`src/rtl/cla_share_arbiter.sv`:
```
// Round-robin arbiter sharing one 32-bit carry-lookahead adder between two
// valid/ready requesters, with a registered response slot and grant counters.

module cla_adder (
   input  logic [31:0] a,
   input  logic [31:0] b,
   input  logic        ci,
   output logic [31:0] s,
   output logic        co
);
   localparam int unsigned N = 32;

   logic [N-1:0] g;
   logic [N-1:0] p;
   logic [N:0]   c;

   assign g = a & b;
   assign p = a ^ b;

   // Full lookahead inside each 4-bit group; group carry chains group to group.
   always_comb begin
      c    = '0;
      c[0] = ci;
      for (int i = 0; i < 8; i++) begin
         c[4*i+1] = g[4*i] | (p[4*i] & c[4*i]);
         c[4*i+2] = g[4*i+1] | (p[4*i+1] & g[4*i])
                  | (p[4*i+1] & p[4*i] & c[4*i]);
         c[4*i+3] = g[4*i+2] | (p[4*i+2] & g[4*i+1])
                  | (p[4*i+2] & p[4*i+1] & g[4*i])
                  | (p[4*i+2] & p[4*i+1] & p[4*i] & c[4*i]);
         c[4*i+4] = g[4*i+3] | (p[4*i+3] & g[4*i+2])
                  | (p[4*i+3] & p[4*i+2] & g[4*i+1])
                  | (p[4*i+3] & p[4*i+2] & p[4*i+1] & g[4*i])
                  | (p[4*i+3] & p[4*i+2] & p[4*i+1] & p[4*i] & c[4*i]);
      end
   end

   assign s  = p ^ c[N-1:0];
   assign co = c[N];
endmodule

module cla_share_arbiter #(
   parameter int unsigned W  = 32,
   parameter int unsigned CW = 16
) (
   input  logic          clk,
   input  logic          rst,
   input  logic          req0_valid,
   output logic          req0_ready,
   input  logic [W-1:0]  req0_a,
   input  logic [W-1:0]  req0_b,
   input  logic          req0_ci,
   input  logic          req1_valid,
   output logic          req1_ready,
   input  logic [W-1:0]  req1_a,
   input  logic [W-1:0]  req1_b,
   input  logic          req1_ci,
   output logic          rsp_valid,
   input  logic          rsp_ready,
   output logic [W-1:0]  rsp_sum,
   output logic          rsp_co,
   output logic          rsp_id,
   output logic [CW-1:0] gnt0_cnt,
   output logic [CW-1:0] gnt1_cnt
);
   logic         last;
   logic         free_c;
   logic         gnt0_c;
   logic         gnt1_c;
   logic         accept_c;
   logic [W-1:0] op_a;
   logic [W-1:0] op_b;
   logic         op_ci;
   logic [W-1:0] cla_s;
   logic         cla_co;

   assign free_c = !rsp_valid | rsp_ready;

   // Under contention the requester that did not win last time is granted.
   always_comb begin
      gnt0_c = 1'b0;
      gnt1_c = 1'b0;
      if (free_c) begin
         if (req0_valid && (!req1_valid || last))
            gnt0_c = 1'b1;
         else if (req1_valid)
            gnt1_c = 1'b1;
      end
   end

   assign accept_c   = gnt0_c | gnt1_c;
   assign req0_ready = gnt0_c;
   assign req1_ready = gnt1_c;

   assign op_a  = gnt1_c ? req1_a  : req0_a;
   assign op_b  = gnt1_c ? req1_b  : req0_b;
   assign op_ci = gnt1_c ? req1_ci : req0_ci;

   cla_adder u_cla (
      .a  (op_a),
      .b  (op_b),
      .ci (op_ci),
      .s  (cla_s),
      .co (cla_co)
   );

   // Response slot and round-robin pointer.
   always_ff @(posedge clk or posedge rst) begin
      if (rst) begin
         rsp_valid <= 1'b0;
         rsp_sum   <= '0;
         rsp_co    <= 1'b0;
         rsp_id    <= 1'b0;
         last      <= 1'b1;
      end else if (accept_c) begin
         rsp_valid <= 1'b1;
         rsp_sum   <= cla_s;
         rsp_co    <= cla_co;
         rsp_id    <= gnt1_c;
         last      <= gnt1_c;
      end else if (rsp_ready) begin
         rsp_valid <= 1'b0;
      end
   end

   // Saturating grant counters.
   always_ff @(posedge clk or posedge rst) begin
      if (rst) begin
         gnt0_cnt <= '0;
         gnt1_cnt <= '0;
      end else begin
         if (gnt0_c && (gnt0_cnt != {CW{1'b1}}))
            gnt0_cnt <= gnt0_cnt + CW'(1);
         if (gnt1_c && (gnt1_cnt != {CW{1'b1}}))
            gnt1_cnt <= gnt1_cnt + CW'(1);
      end
   end
endmodule

```
`config.mk`:
```
export PLATFORM = sky130hd
export DESIGN_NAME = cla_share_arbiter
export DESIGN_NICKNAME = d
export VERILOG_FILES = /design/src/rtl/cla_share_arbiter.sv
export SDC_FILE = /design/constraint.sdc
export NUM_CORES = 1
export LEC_CHECK = 0
export BUFFER_PORTS_ARGS = -buffer_cell sky130_fd_sc_hd__buf_2
export CAP_MARGIN = 20
export CORE_AREA = 2 2 114 116
export DETAILED_ROUTE_END_ITERATION = 16
export DIE_AREA = 0 0 116 118
export PLACE_DENSITY = 0.77
export RECOVER_POWER = 100
export SLEW_MARGIN = 5
export SYNTH_ARGS = -nofsm -noshare
export SYNTH_HDL_FRONTEND = slang
export SYNTH_SLANG_ARGS = --single-unit
```
`constraint.sdc`:
```
create_clock -name clk -period 3.7 [get_ports clk]
set_input_delay 0.185 -clock clk [delete_from_list [all_inputs] [get_ports clk]]
set_output_delay 0.185 -clock clk [all_outputs]
set_load 0.005 [all_outputs]
```
# After elaboration in Yosys (flattened, before gate mapping)
# Index checks and enable logic that the tools add are counted.
# op_classes
n_addsub	2
n_eq_ne	2
n_mux	10
n_bitwise	213
reduce_logical	7
# op_table
operator	n
1-bit bitwise AND	128
1-bit bitwise OR	82
32-bit two-way mux	2
32-bit bitwise XOR	2
16-bit by 1-bit adder with 16-bit output, second input constant	2
32-bit bitwise AND	1
16-bit != test, second input constant	2
1-bit two-way mux	8
1-bit logical AND	3
1-bit zero test	2
2-bit nonzero test	1
1-bit logical OR	1
# totals
reg_bits	68

# Logic depth before layout (Yosys ltp)
# logic_depth
ltp_word	27
ltp_mapped	20

# By module
# Synthesis repeated with hierarchy kept, for this count alone.
# hier_totals
hier_cells	603
area_unflattened_um2	5161.2
# modules_own_cells
module	n_inst	cells_each	area_each_um2
cla_share_arbiter	1	450	3848.7
cla_adder	1	153	1312.5

# Least setup slack after synthesis
# No wires, ideal clock.
# synth_path
kind	reg2reg
from	reg last
to	reg rsp_sum[29]
arrival_ns	3.708
slack_ns	-0.090
path_stages_with_launch	18
cell_sequence	dfstp_2 a21boi_2 nand2_1 clkbuf_1 clkbuf_1 nand2_1 nand2_1 ha_1 nand4_1 nor4bb_1 o21ai_1 a21o_1 and2_1 o31ai_1 a21oi_1 fa_1 xor2_1 o21ai_0
# synth_via
elab_chain_len	26
elab_cells_between_ends	92
cone_classes	7 x mux; 83 x bitwise; 2 x reduce/logical
# synth_lines
item	line	text
start: declaration	66	logic last;
start signal: assignment	120	last <= gnt1_c;
1-bit logical OR (*)	84	if (req0_valid && (!req1_valid || last))
1-bit logical AND (*)	84	
1-bit two-way mux	84	
1-bit two-way mux	83	if (free_c) begin
32-bit two-way mux (on tied branches)	95, 96	
32-bit bitwise XOR or 32-bit bitwise AND (tied branches)	18, 17	
1-bit bitwise AND (on tied branches)	n/a	
1-bit bitwise OR, or another cell as far along	31	c[4*i+4] = g[4*i+3] | (p[4*i+3] & g[4*i+2])
[... 10 more ...]	n/a	
1-bit bitwise OR	34	| (p[4*i+3] & p[4*i+2] & p[4*i+1] & p[4*i] & c[4*i]);
1-bit bitwise AND	34	
1-bit bitwise OR	34	
1-bit bitwise AND	34	
1-bit bitwise OR	34	
1-bit bitwise AND	25	c[4*i+1] = g[4*i] | (p[4*i] & c[4*i]);
1-bit bitwise OR	25	
32-bit bitwise XOR	38	assign s = p ^ c[N-1:0];
end signal: assignment	117	rsp_sum <= cla_s;
end: declaration	60	output logic [W-1:0] rsp_sum,
# Every way passes the cells marked *; elsewhere a longest branch is shown, timed or not.
# A chain may end at the register's enable or synchronous reset.

# Worst setup path after layout
# layout_path
from	reg last
to	reg rsp_sum[24]
# layout_via
elab_chain_len	22
elab_cells_between_ends	79
cone_classes	7 x mux; 70 x bitwise; 2 x reduce/logical
# layout_lines
item	line
1-bit logical OR (*)	84
1-bit logical AND (*)	84
1-bit two-way mux	84
1-bit two-way mux	83
32-bit two-way mux (on tied branches)	95, 96
32-bit bitwise XOR or 32-bit bitwise AND (tied branches)	18, 17
1-bit bitwise AND (on tied branches)	n/a
1-bit bitwise OR, or another cell as far along	31
[... 6 more ...]	n/a
1-bit bitwise OR	34
1-bit bitwise AND	34
1-bit bitwise OR	34
1-bit bitwise AND	34
1-bit bitwise OR	34
1-bit bitwise AND	34
1-bit bitwise OR	34
32-bit bitwise XOR	38
# Marks and branches as above.

==> impl_metrics.json <==
{
  "grt_max_degree": 41,
  "crit_required_ns": 3.90,
  "nNetsFinal": 1051,
  "ys_ff_latch": 68,
  "cts-root-buf": "clkbuf_16",
  "rsz0062_at_grt": "true",
  "initial_core_util": 0.394,
  "cp.arrival_ns": 3.82,
  "ant_nets": 0,
  "cts_buffer_depth": 2,
  "timing.slew.headroom": -0.272,
  "synth_edf_count": 0,
  "ios": 204,
  "globalplace.congestion": 0.829,
  "fmax_mhz": 276,
  "dieArea_sq_mm": 0.0137,
  "cts.reportedPaths.clkPinSlew_ns": 0.06,
  "cts-htree-levels": 3,
  "dr.pass1.iters": 7,
  "die_w_microns": 116,
  "min_period_ns": 3.62,
  "drt-initial-drc-count": 285,
  "clkLatencyLatePin_ns": 0.33,
  "worst_slew_pin_slew_ns": 1.89,
  "overflow": 0,
  "p_leak_nw": 3.71,
  "post-route-util": 0.605,
  "routed_wl_microns": 15300,
  "fill_cells": 1102,
  "synth-async-reset-ratio": 1.00,
  "syn_nets": 797,
  "avgSynthCellArea_sq_um": 7.90,
  "path_cells": "a21boi_4 > nand2_4 > inv_8 > clkbuf_16 > nand2_1 > nand2_2 > ha_4 > nand4_1 > nor4bb_1 > buf_4 > o21ai_2 > a21o_1 > a21oi_2 > o21ai_2 > a21boi_2 > nor2_1 > fa_2 > o21ai_0",
  "critPathLaunchType": "flip-flop",
  "slew_violations": 30,
  "ys.flop_type": "dfrtp_1",
  "hold_viol_final": 0,
  "coreArea_sq_mm": 0.0124,
  "area_delta_synth_final_pct": 53.4,
  "status": "finished with violations",
  "max_stage_delay_ns": 0.57,
  "cts_tree": "done",
  "rrSetupSlack_ns": 0.08,
  "fin_crit_sh": 0.978,
  "drive_above_1_share": 0.377,
  "dp_hpwl_microns": 10600,
  "final_common_cell": "nand2_1",
  "final_cell_mix": "nand2_1 (201), buf_2 (158), dfrtp_1 (67)",
  "n_antenna_cell": 0,
  "finClkSkew_ns": 0.00867,
  "die-height_microns": 118,
  "drc": 0,
  "fp-row-count": 41,
  "min_path_type": "in2reg",
  "cts-buffers-inserted": 9,
  "grt_pass1_wl_microns": 21800,
  "syn_area_sq_mm": 0.00490,
  "clock_sinks": 68,
  "slowest_stage": "dfstp_2",
  "via_per_inst": 4.94,
  "antenna_found_initial": 0,
  "worst_setup_path_end_kind": "flip-flop",
  "drv_cap": 1,
  "grt_usage": 0.197,
  "final-setup-viol-count": 0,
  "path_class": "reg2reg",
  "syn_inst": 620,
  "power.density_mw_per_mm2": 489,
  "failed_checks": "capacitance limit, slew limit",
  "ys_seq_area_frac": 0.348,
  "peakVddDrop_mv": 0.216,
  "grt_pass1_vias": 4697,
  "crit_top_cell": "o21ai_2",
  "post_drt_wl_per_cell_microns": 14.6,
  "tns_ns": 0,
  "portBuffers": 203,
  "yosysUniqueCellTypes": 54,
  "vias": 5192,
  "yosysWarnings": 0,
  "crit_fanout": 13
}
-- synth_stat cells (3+ instances only) --
library cell	instances	area, sq um
mux2i_1	7	70.1
nor3_1	7	35.0
and3_1	4	25.0
xor2_1	19	166
clkbuf_1	19	71.3
inv_1	23	86.3
mux2_2	3	33.8
a21oi_1	15	75.1
o21ai_0	30	150
nand4_1	8	50.1
or3_1	3	18.8
ha_1	34	425
nand2_1	236	886
dfrtp_1	67	1680
xnor2_1	30	263
nand3_1	16	80.1
and2_1	5	31.3
nor2_1	26	97.6
o21ai_1	6	30.0
a21o_1	5	37.5
fa_1	8	160
o31ai_1	5	37.5
o21a_1	5	37.5
-- sequential cells by signal (all words and copies together), names as in the netlist --
signal	cells
rsp_sum	32
gnt0_cnt	16
rsp_co	1
gnt1_cnt	16
rsp_id	1
last	1
rsp_valid	1
-- final timing paths --
check / start / endpoint / cells after the start
min in group asynchronous: rst / gnt1_cnt[1]$_DFFE_PP0P_ / 3
min: req0_valid / last$_DFFE_PP1P_ / 3
max: last$_DFFE_PP1P_ / rsp_sum[24]$_DFFE_PP0P_ / 18
max reg2reg: last$_DFFE_PP1P_ / rsp_sum[24]$_DFFE_PP0P_ / 18
min reg2reg: rsp_sum[2]$_DFFE_PP0P_ / rsp_sum[2]$_DFFE_PP0P_ / 2
max in group asynchronous: rst / rsp_sum[25]$_DFFE_PP0P_ / 4
-- worst max-delay path, delay by kind of cell, from the launching register on --
| family | cells | cell delay [ns] |
|---|---|---|
| AOI/OAI and AO/OA | 7 | 0.89 |
| and+or+nand+nor | 6 | 0.80 |
| adders and majority gates | 2 | 0.80 |
| DFF | 1 | 0.57 |
| buffers and inverters | 3 | 0.41 |
-- where the power goes --
group / switching (W) / leakage, nW / internal, W
clock network: 0.000331 / 0.151 / 0.000587
logic: 0.000809 / 2.70 / 0.000802
registers: 0.000176 / 0.851 / 0.000966
total: 0.00132 / 3.71 / 0.00235
-- kinds of logic after synthesis --
family          after synthesis  share of synthesized area
simple gates                319                      0.275
compound gates               87                      0.114
flops                        68                      0.348
xor+xnor                     49                     0.0877
buf+inv                      45                     0.0348
fa+ha+maj                    42                      0.120
mux                          10                     0.0212
-- final cells by class --
cell class	count	area (sq um)	share of cell area
tap	172	215	0.0287
clock buffer	9	225	0.0300
sequential	68	1700	0.227
inverter	24	97.6	0.0130
clock inverter	6	90.1	0.0120
timing repair buffer	264	1640	0.218
multi-input combinational	507	3540	0.472
-- what timing repair did --
| action | 4_1_cts | 5_1_grt |
|---|---|---|
| endpoints found under the setup margin | 5 | 8 |
| hold endpoints to repair | 28 | 0 |
| pin swaps | 4 | 48 |
| hold buffers | 1 | 0 |
| gates resized for setup | 5 | 115 |
| buffers inserted | 0 | 23 |
| gates cloned | 0 | 8 |
-- metal layers --
layer | track usage | up-vias | routed length (microns)
li1 | - | 2573 | -
met1 | 0.252 | 2419 | 6330
met2 | 0.336 | 178 | 7780
met3 | 0.0386 | 22 | 942
met4 | 0.0551 | 0 | 240
met5 | 0 | - | 0
-- stage by stage --
step                area (sq um)  setup WS (ns)  total power, W  hold slack (ns)  instances
finish                      7510         0.0827         0.00367            0.189       1050
global placement            6300         0.0290         0.00243            0.289       1003
global route                7510         -0.110         0.00395            0.199       1050
CTS                         6650       -0.00822         0.00341            0.171       1019
detailed placement          6300        -0.0713         0.00247            0.302       1003
floorplan                   4900         0.0290         0.00190            0.255        620
Power figures use the tool's default switching activity.
